[src/rtl/emul_pkg.sv]
// Shared types and helpers for the emul multiplier sequencer.
// State encoding, mode constants and accumulator width derivation.
package emul_pkg;

  typedef enum logic [1:0] {
    IDLE = 2'd0,
    WAIT = 2'd1,
    DONE = 2'd2
  } state_e;

  localparam logic MODE_MUL = 1'b0;
  localparam logic MODE_MAC = 1'b1;

  function automatic int acc_width(input int width, input int guard);
    return 2 * width + guard;
  endfunction

endpackage

[src/rtl/emul_lat_cnt.sv]
// Loadable down-counter timing the emul pipeline latency.
// Holds its value whenever enable is low; saturates at zero.
module emul_lat_cnt #(
  parameter int CW = 2
) (
  input  logic          clock,
  input  logic          reset_n,
  input  logic          enable_i,
  input  logic          load_i,
  input  logic [CW-1:0] load_val_i,
  input  logic          dec_i,
  output logic [CW-1:0] cnt_o,
  output logic          zero_o
);

  logic [CW-1:0] cnt_q;
  logic [CW-1:0] cnt_d;

  always_comb begin
    cnt_d = cnt_q;
    if (load_i) begin
      cnt_d = load_val_i;
    end else if (dec_i && (cnt_q != '0)) begin
      cnt_d = cnt_q - CW'(1);
    end
  end

  always_ff @(posedge clock) begin
    if (!reset_n) begin
      cnt_q <= '0;
    end else if (enable_i) begin
      cnt_q <= cnt_d;
    end
  end

  assign cnt_o  = cnt_q;
  assign zero_o = (cnt_q == '0);

endmodule

[src/rtl/emul_seq_param.sv]
// Sequencer driving an external pipelined multiplier; returns the product
// (MUL) or accumulates it into a guarded register with sticky carry (MAC).
module emul_seq_param
  import emul_pkg::*;
#(
  parameter  int WIDTH     = 8,
  parameter  int LATENCY   = 2,
  parameter  int ACC_GUARD = 4,
  localparam int ACC_W     = acc_width(WIDTH, ACC_GUARD)
) (
  input  logic               clock,
  input  logic               reset_n,
  input  logic               enable,
  input  logic               start,
  input  logic               mode,
  input  logic               clear_acc,
  input  logic [WIDTH-1:0]   a,
  input  logic [WIDTH-1:0]   b,
  output logic               ready,
  output logic               done,
  output logic [ACC_W-1:0]   x,
  output logic               ovf,
  output logic [WIDTH-1:0]   emul_a,
  output logic [WIDTH-1:0]   emul_b,
  input  logic [2*WIDTH-1:0] emul_x
);

  localparam int            CW       = $clog2(LATENCY + 1);
  localparam logic [CW-1:0] LOAD_VAL = CW'(LATENCY - 1);

  state_e             state_q, state_d;
  logic               mode_q, mode_d;
  logic [ACC_W-1:0]   x_q, x_d;
  logic               ovf_q, ovf_d;
  logic [WIDTH-1:0]   emul_a_q, emul_a_d;
  logic [WIDTH-1:0]   emul_b_q, emul_b_d;
  logic               cnt_load;
  logic               cnt_dec;
  logic               cnt_zero;
  logic [CW-1:0]      cnt;
  logic               ready_w;
  logic [ACC_W:0]     mac_sum;

  assign ready_w = (state_q == IDLE) || (state_q == DONE);
  assign mac_sum = {1'b0, x_q} + (ACC_W + 1)'(emul_x);

  emul_lat_cnt #(
    .CW (CW)
  ) u_lat_cnt (
    .clock      (clock),
    .reset_n    (reset_n),
    .enable_i   (enable),
    .load_i     (cnt_load),
    .load_val_i (LOAD_VAL),
    .dec_i      (cnt_dec),
    .cnt_o      (cnt),
    .zero_o     (cnt_zero)
  );

  always_comb begin
    state_d  = state_q;
    mode_d   = mode_q;
    x_d      = x_q;
    ovf_d    = ovf_q;
    emul_a_d = emul_a_q;
    emul_b_d = emul_b_q;
    cnt_load = 1'b0;
    cnt_dec  = 1'b0;

    // Clear lands before any accept in the same cycle, so a MAC started now sums onto zero.
    if (ready_w && clear_acc) begin
      x_d   = '0;
      ovf_d = 1'b0;
    end

    case (state_q)
      IDLE, DONE: begin
        if (start) begin
          state_d  = WAIT;
          emul_a_d = a;
          emul_b_d = b;
          mode_d   = mode;
          cnt_load = 1'b1;
        end else if (state_q == DONE) begin
          state_d = IDLE;
        end
      end
      WAIT: begin
        if (cnt_zero) begin
          state_d = DONE;
          if (mode_q == MODE_MAC) begin
            x_d   = mac_sum[ACC_W-1:0];
            ovf_d = ovf_q | mac_sum[ACC_W];
          end else begin
            x_d   = ACC_W'(emul_x);
            ovf_d = 1'b0;
          end
        end else begin
          cnt_dec = 1'b1;
        end
      end
      default: state_d = IDLE;
    endcase
  end

  always_ff @(posedge clock) begin
    if (!reset_n) begin
      state_q  <= IDLE;
      mode_q   <= MODE_MUL;
      x_q      <= '0;
      ovf_q    <= 1'b0;
      emul_a_q <= '0;
      emul_b_q <= '0;
    end else if (enable) begin
      state_q  <= state_d;
      mode_q   <= mode_d;
      x_q      <= x_d;
      ovf_q    <= ovf_d;
      emul_a_q <= emul_a_d;
      emul_b_q <= emul_b_d;
    end
  end

  assign ready  = ready_w;
  assign done   = (state_q == DONE);
  assign x      = x_q;
  assign ovf    = ovf_q;
  assign emul_a = emul_a_q;
  assign emul_b = emul_b_q;

endmodule

[config.mk]
export PLATFORM = sky130hd
export DESIGN_NAME = emul_seq_param
export DESIGN_NICKNAME = d
export VERILOG_FILES = /design/src/rtl/emul_pkg.sv /design/src/rtl/emul_lat_cnt.sv /design/src/rtl/emul_seq_param.sv
export SDC_FILE = /design/constraint.sdc
export NUM_CORES = 1
export LEC_CHECK = 0
export CORE_ASPECT_RATIO = 1.4
export CORE_MARGIN = 8
export CORE_UTILIZATION = 30
export CTS_CLUSTER_DIAMETER = 30
export DETAILED_ROUTE_END_ITERATION = 12
export HOLD_SLACK_MARGIN = 0.03
export PLACE_DENSITY = 0.54
export SLEW_MARGIN = 20
export SYNTH_ARGS = -nofsm -noshare
export SYNTH_HDL_FRONTEND = slang
export SYNTH_SLANG_ARGS = --single-unit
[constraint.sdc]
create_clock -name clock -period 4.5 [get_ports clock]
set_input_delay 0.45 -clock clock [delete_from_list [all_inputs] [get_ports clock]]
set_output_delay 0.45 -clock clock [all_outputs]
set_load 0.005 [all_outputs]
Word-level counts from Yosys, hierarchy flattened. Cells that the tools add are included.

Input bits: 38. Logic and storage cells: 43. Register bits: 42. Output and inout bits: 39.

$add $sub $neg: 2. Reductions and logical operators: 11. Eq/ne operators: 4. Multiplexer cells: 18. Bitwise operators: 1.

Operator list (number): $mux 20 (4); $add 20x16->21 (1); $mux 2 (5); $mux 1 (8); $reduce_and 3->1 (2); $logic_not 2->1 (2); $pmux 2 s2 (1); $reduce_bool 2->1 (2); $ne 3x3->1 const B (1); $eq 2x1->1 const B (1); $eq 2x2->1 const B (1); $logic_and 1x1->1 (2); $ne 2x2->1 const B (1); $reduce_and 2->1 (1); $reduce_or 2->1 (1); $sub 2x1->2 const B (1); $logic_or 1x1->1 (1); $or 1x1->1 (1).

Logic depth before layout (Yosys ltp). Gate-level depths: netlist of the first run.

Depth in word-level cells: 6. Gate-level depth with buffers: 10. Mapped depth without buffers: 10.

Cells and area by module. From an unflattened synthesis of the first run, not the netlist that was laid out.

Cells, all modules: 334. Area total of the unflattened synthesis: 2743.9 um2.

By module, submodules not included: emul_seq_param (sequential area each 800.8 um2, instances 1, area each 2606.2 um2, cells each 317); emul_lat_cnt (sequential area each 40.0 um2, instances 1, area each 137.6 um2, cells each 17).

Worst setup path after synthesis of the first run. OpenSTA, ideal clock, no wires.

Path type: input-to-reg. From: input emul_x[0]. To: register ovf_q, in the netlist ovf. Data arrival time: 2.155 ns. Stages: 10. Library setup time: 0.117 ns. Path slack: 2.228 ns. Buffers on the path: 0. Required time: 4.383 ns. Cell sequence: ha_1 inv_1 fa_1 nor2b_4 o31a_1 o31ai_2 a211oi_2 a211o_1 a41oi_1 nor2_1.

Word-level cells in the longest chain between the ends: 5.

RTL lines: start: declaration (RTL line emul_seq_param.sv:25) `input logic [2*WIDTH-1:0] emul_x`; $add 20x16->21 (RTL line emul_seq_param.sv:45) `assign mac_sum = {1'b0, x_q} + (ACC_W + 1)'(emul_x);`; $or 1x1->1 (RTL line emul_seq_param.sv:93) `ovf_d = ovf_q | mac_sum[ACC_W];`; $mux 1 (RTL line emul_seq_param.sv:91) `if (mode_q == MODE_MAC) begin`; $mux 1 (RTL line emul_seq_param.sv:89) `if (cnt_zero) begin`; $mux 1 (RTL line emul_seq_param.sv:76) `case (state_q)`; end signal: assignment (RTL line emul_seq_param.sv:118) `ovf_q <= ovf_d;`; end: declaration (RTL line emul_seq_param.sv:34) `logic ovf_q, ovf_d;`.

No other way between the ends. A chain may end at the register's enable or synchronous reset.

Final worst setup path of the first run.
From: input emul_x[0]. To: register x_q[10], in the netlist x[10].

Word-level cells in the longest chain between the ends: 4.

RTL lines: $add 20x16->21 (RTL line emul_seq_param.sv:45); $mux 20 (RTL line emul_seq_param.sv:91); $mux 20 (RTL line emul_seq_param.sv:89); $mux 20 (RTL line emul_seq_param.sv:76); end signal: assignment (RTL line emul_seq_param.sv:110) `x_q <= '0;`; end signal: assignment (RTL line emul_seq_param.sv:117) `x_q <= x_d;`; end: declaration (RTL line emul_seq_param.sv:33) `logic [ACC_W-1:0] x_q, x_d;`.

No other way between the ends.

==> results.toml, run 1 <==
[outcome]
status = "completed"

[pwr]
p_per_area_nw_per_um2 = 262
leakagePower_nw = 1.31
ir_drop_v = 0.000160
sequentialPowerShare = 0.423
internal-power_mw = 0.679
swShare = 0.270
comb_power_share = 0.171
p_clk_frac = 0.406
p_switching_mw = 0.251

[worst_setup_path]
end_kind = "flop"
rrSetupSlack_ns = 2.09
timing.rr.start = "x[0]$_SDFFE_PN0P_"
reg2reg_to = "x[10]$_SDFFE_PN0P_"
worstSetupPathType = "in2reg"
cp.required_ns = 4.71
rr_worst_depth = 10
arrival_ns = 2.90
cp_max_fo = 3
startpoint_type = "input port"

[cts]
cts_buffers = 5
clk_latency_ns = 0.29
cts_max_level = 2
post_cts_buffers = 0
clk_path_buf_depth = 2
cts_resized = 0
cts_tree = "built"
root_buffer = "clkbuf_16"
clk_pin_slew_ns = 0.07
hold_buffers = 0
cts_sinks = 42

[die]
coreArea_sq_um = 8410
rows = 40
die_w_microns = 94.0
dieArea_sq_um = 11800
ios = 77
start_util = 0.304
die_h_microns = 125

[sta]
fin_skew_ns = 0.00628
min_period_ns = 2.69
hold_violations = 0
worst-slew-pin-transition_ns = 0.921
finalSetupTns_ns = 0
rsz0062_at_grt = "no"
clock.fmax_mhz = 372
relSlewSlack = 0.383
finalCritPeriodShare = 0.598
hold_ws_ns = 0.461
setup_violations = 0
final_max_slew_viol_count = 0

[detailed_routing]
routedWlPerCell_microns = 15.5
drtAntennaViolNets = 0
drc = 0
via_per_inst = 5.11
first_pass_iters = 5
drt-total-wl_mm = 7.60
drt_iter0_markers = 156
vias = 2513

[global_route]
grt_max_degree = 34
grt_usage = 0.130
first_global_vias = 2515
grt-ovfl-total = 0
grt_first_pass_wirelength_mm = 12.4
antenna_found_initial = 0

[cells_and_area]
n_antenna_cell = 0
area_growth_pct = 38.9
fin_area_sq_um = 3550
post-route-util = 0.422
fin_nets = 442
drive_gt1_frac = 0.0465

[logic_synthesis]
synth_most_common_cell = "nand2_1"
syn_area_per_cell_sq_um = 8.09
synth_nets = 372
synth_warnings = 0
ys_top_cells_by_count = "57 x nand2_1, 42 x dfxtp_1, 20 x a21boi_0"
ys_seq_area_frac = 0.329
synth_edf_count = 0
synth_cell_types = 50
synth_seq_cells = 42
syn_inst = 316
synth_top_area_share = 0.329
ys.flop_type = "dfxtp_1"
synth_area_leaders = "dfxtp_1 33%, nand2_1 8.4%, ha_1 8.3%"
ys_async_sr_fraction = 0
synth_top_area_cell = "dfxtp_1"
syn-cell-area_sq_um = 2560

[worst_hold_path]
hold_depth = 2
hp-start = "emul_b[0]$_SDFFE_PN0P_"
holdPathEnd = "emul_b[0]$_SDFFE_PN0P_"
hp-class = "reg2reg"

[job]
drv_cap = 0

[placed_design]
hpwl_mm = 5.78
io_buffers = 76
dpl_cell_area_sq_um = 3400
routabilityCongestion = 0.845
## cells in the final DEF (no fill, tap or decap), drive strengths merged, types with 3 or more instances in the layout
cell type	netlist	routed
nor2	18	18
a21oi	16	16
and2	5	5
clkdlybuf4s50	0	76
nor2b	14	14
a222oi	5	5
a21boi	20	20
o21a	5	5
a22oi	5	5
ha	17	17
a22o	3	3
xnor2	6	6
o21ai	11	11
clkbuf	12	5
nand3	6	6
nand2	57	57
inv	13	14
o41ai	3	3
and3	4	4
o31ai	5	5
a211oi	4	4
mux2i	4	4
nor3	9	9
dfxtp	42	42
## area by class of cell
| type | instances | area [sq um] |
|---|---|---|
| Sequential cell | 42 | 841 |
| Timing Repair Buffer | 77 | 768 |
| Fill cell | 883 | 4860 |
| Multi-Input combinational cell | 247 | 1610 |
| Clock inverter | 3 | 25.0 |
| Inverter | 13 | 48.8 |
| Tap cell | 105 | 131 |
| Clock buffer | 5 | 125 |
## worst max-delay path: stages
cell,delay (ns)
clkdlybuf4s50_1,0.48
ha_1,0.17
inv_1,0.06
fa_1,0.43
nor2b_4,0.14
o31a_1,0.19
o21ai_0,0.12
a21oi_1,0.29
o2111ai_1,0.16
and3_1,0.21
o31ai_1,0.20
## layer usage
layer / share of wire / GRT usage / up-vias / routed length (microns)
met5: 0 / 0 / - / 0
met4: 0.014 / 0.0450 / 0 / 106
met3: 0.069 / 0.0401 / 6 / 526
met2: 0.52 / 0.236 / 64 / 3980
met1: 0.39 / 0.134 / 1168 / 2990
li1: - / - / 1275 / -
## flip-flops by register name (all words and copies together) (netlist names)
register         cells
state_q              2
emul_a               8
u_lat_cnt.cnt_o      2
mode_q               1
emul_b               8
x                   20
ovf                  1
## worst max-delay path by stage
stage	to	start	depth (start not counted)	slack, ns
finish	x[10]$_SDFFE_PN0P_	emul_x[0]	11	1.81
global route	x[10]$_SDFFE_PN0P_	emul_x[0]	11	1.65
CTS	x[10]$_SDFFE_PN0P_	emul_x[0]	11	1.82
detailed placement	x[10]$_SDFFE_PN0P_	emul_x[0]	11	1.53
global placement	x[10]$_SDFFE_PN0P_	emul_x[0]	11	1.58
floorplan	ovf$_SDFFE_PN0P_	emul_x[0]	10	2.23
## power by group through the flow
stage | logic (mW) | clock network (mW) | registers, mW
floorplan | 0.0851 | 0 | 0.401
global placement | 0.161 | 0 | 0.402
detailed placement | 0.161 | 0 | 0.402
CTS | 0.162 | 0.391 | 0.394
global route | 0.177 | 0.406 | 0.395
finish | 0.159 | 0.378 | 0.393
## kinds of logic after synthesis
| family | count (synthesis) | share of synthesized area |
|---|---|---|
| AOI/OAI and AO/OA | 96 | 0.275 |
| muxes | 5 | 0.0201 |
| xor gates and xnor gates | 8 | 0.0274 |
| adders and majority gates | 18 | 0.0910 |
| and+or+nand+nor | 120 | 0.217 |
| DFF | 42 | 0.329 |
| buffers and inverters | 27 | 0.0406 |
## metrics by stage
step,worst slack [ns],cells,total power [mW]
2_1_floorplan,2.23,316,0.486
3_3_place_gp,1.58,484,0.563
3_5_place_dp,1.53,484,0.563
4_1_cts,1.82,492,0.946
5_1_grt,1.65,492,0.978
6_report,1.81,492,0.931
Note: power is estimated with default switching activity, not from simulation.
==> run 2, diff against run 1 <==
==> constraint.sdc (replaced) <==
create_clock -name clock -period 2.67 [get_ports clock]
set_input_delay 0.267 -clock clock [delete_from_list [all_inputs] [get_ports clock]]
set_output_delay 0.267 -clock clock [all_outputs]
set_load 0.005 [all_outputs]
==> results.toml, run 2 (synthesis results as in run 1) <==
[cells_and_area]
layout_common_cells = "76 x clkdlybuf4s50_1, 57 x nand2_1, 42 x dfxtp_1"
drive_gt1_frac = 0.0775
fillers = 879
largest_reg_flops = 20
n_antenna_cell = 0
fin_nets = 455
final_common_cell = "clkdlybuf4s50_1"
area_growth_pct = 42.6

[global_route]
grt_usage = 0.132
grt_first_pass_wirelength_mm = 12.7
grt-ovfl-total = 0
first_global_vias = 2640
grt_max_degree = 27
antenna_found_initial = 0

[worst_setup_path]
end_kind = "flop"
worstSetupPathType = "in2reg"
cp_max_fo = 3
arrival_ns = 2.66
startpoint_type = "input port"
cp.required_ns = 2.87

[detailed_routing]
drt_iter0_markers = 73
drtAntennaViolNets = 0
vias = 2611
routedWlPerCell_microns = 15.2
drc = 0
drt-total-wl_mm = 7.68
via_per_inst = 5.17
first_pass_iters = 4

[pwr]
ir_drop_v = 0.000228
finalPower_mw = 1.55
p_per_area_nw_per_um2 = 426
leakagePower_nw = 1.37

[sta]
rsz0062_at_grt = "no"
finalCritPeriodShare = 0.919
setup_violations = 0
relSlewSlack = 0.551
worst-slew-pin-transition_ns = 0.673
min_period_ns = 2.45
hold_violations = 0
fin_skew_ns = 0.00597
final_max_slew_viol_count = 0
hold_ws_ns = 0.463
clock.fmax_mhz = 408

[placed_design]
io_buffers = 76
hpwl_mm = 5.86
routabilityCongestion = 0.847

[cts]
clk_latency_ns = 0.28
clk_pin_slew_ns = 0.07
cts_tree = "built"
post_cts_buffers = 0
root_buffer = "clkbuf_16"
cts_buffers = 5
cts_max_level = 2
cts_resized = 0
cts_sinks = 42
clk_path_buf_depth = 2
hold_buffers = 0

[die]
die_w_microns = 94.0
rows = 40
dieArea_sq_um = 11800
die_h_microns = 125
ios = 77
coreArea_sq_um = 8410
start_util = 0.304

[job]
drv_cap = 0

[outcome]
status = "completed"

[worst_hold_path]
hp-class = "reg2reg"
==> run 2: cell count changes in the layout (fill, tap and decap cells not counted) <==
cell      change
buf_4        +13
clkinv_2      +1
inv_6         -1
==> run 2: metal layers <==
metal	routed length [microns]	global-route usage	vias up
li1	-	-	1302
met1	3100	0.140	1216
met2	3960	0.238	82
met3	453	0.0299	11
met4	160	0.0544	0
met5	0	0	-
==> run 2: final timing paths <==
path	startpoint	to	slack, ns	depth (start not counted)
worst max-delay path	emul_x[0]	x[10]$_SDFFE_PN0P_	0.22	11
worst min-delay path	emul_b[7]$_SDFFE_PN0P_	emul_b[7]$_SDFFE_PN0P_	0.46	2
worst max register to register	x[0]$_SDFFE_PN0P_	ovf$_SDFFE_PN0P_	0.32	10
worst min register to register	emul_b[7]$_SDFFE_PN0P_	emul_b[7]$_SDFFE_PN0P_	0.46	2
==> run 2: area by class of cell <==
cell class | count | area (sq um) | area share
multi-input cells | 247 | 1610 | 0.442
repair buffers | 90 | 866 | 0.238
flip-flops and latches | 42 | 841 | 0.231
well taps | 105 | 131 | 0.0360
clock buffers | 5 | 125 | 0.0343
inverters | 13 | 48.8 | 0.0134
clock inverters | 3 | 21.3 | 0.00584
==> run 2: worst max-delay path, cell delays in order <==
cell and delay (ns):
clkdlybuf4s50_1 0.48, ha_1 0.17, inv_1 0.05, fa_1 0.43
nor2b_4 0.13, o31a_1 0.20, o21ai_0 0.13, a21oi_1 0.22
o2111ai_1 0.16, and3_1 0.21, o31ai_1 0.19
==> run 2: report_power, final <==
part	internal (mW)	leakage [nW]	total (mW)	switching (mW)
registers	0.647	0.341	0.663	0.0160
logic	0.157	0.960	0.283	0.126
clock network	0.346	0.0698	0.607	0.261
==> run 2: per-stage QoR <==
step | setup TNS, ns | instance area [sq um] | utilization | worst slack, ns | std cells
6_report | 0 | 3640 | 0.433 | 0.216 | 505
5_1_grt | 0 | 3640 | 0.433 | 0.0329 | 505
4_1_cts | 0 | 3640 | 0.433 | 0.218 | 505
3_5_place_dp | -0.280 | 3500 | 0.416 | -0.0802 | 497
3_3_place_gp | -0.0641 | 3500 | 0.416 | -0.0382 | 497
2_1_floorplan | 0 | 2560 | - | 0.499 | 316
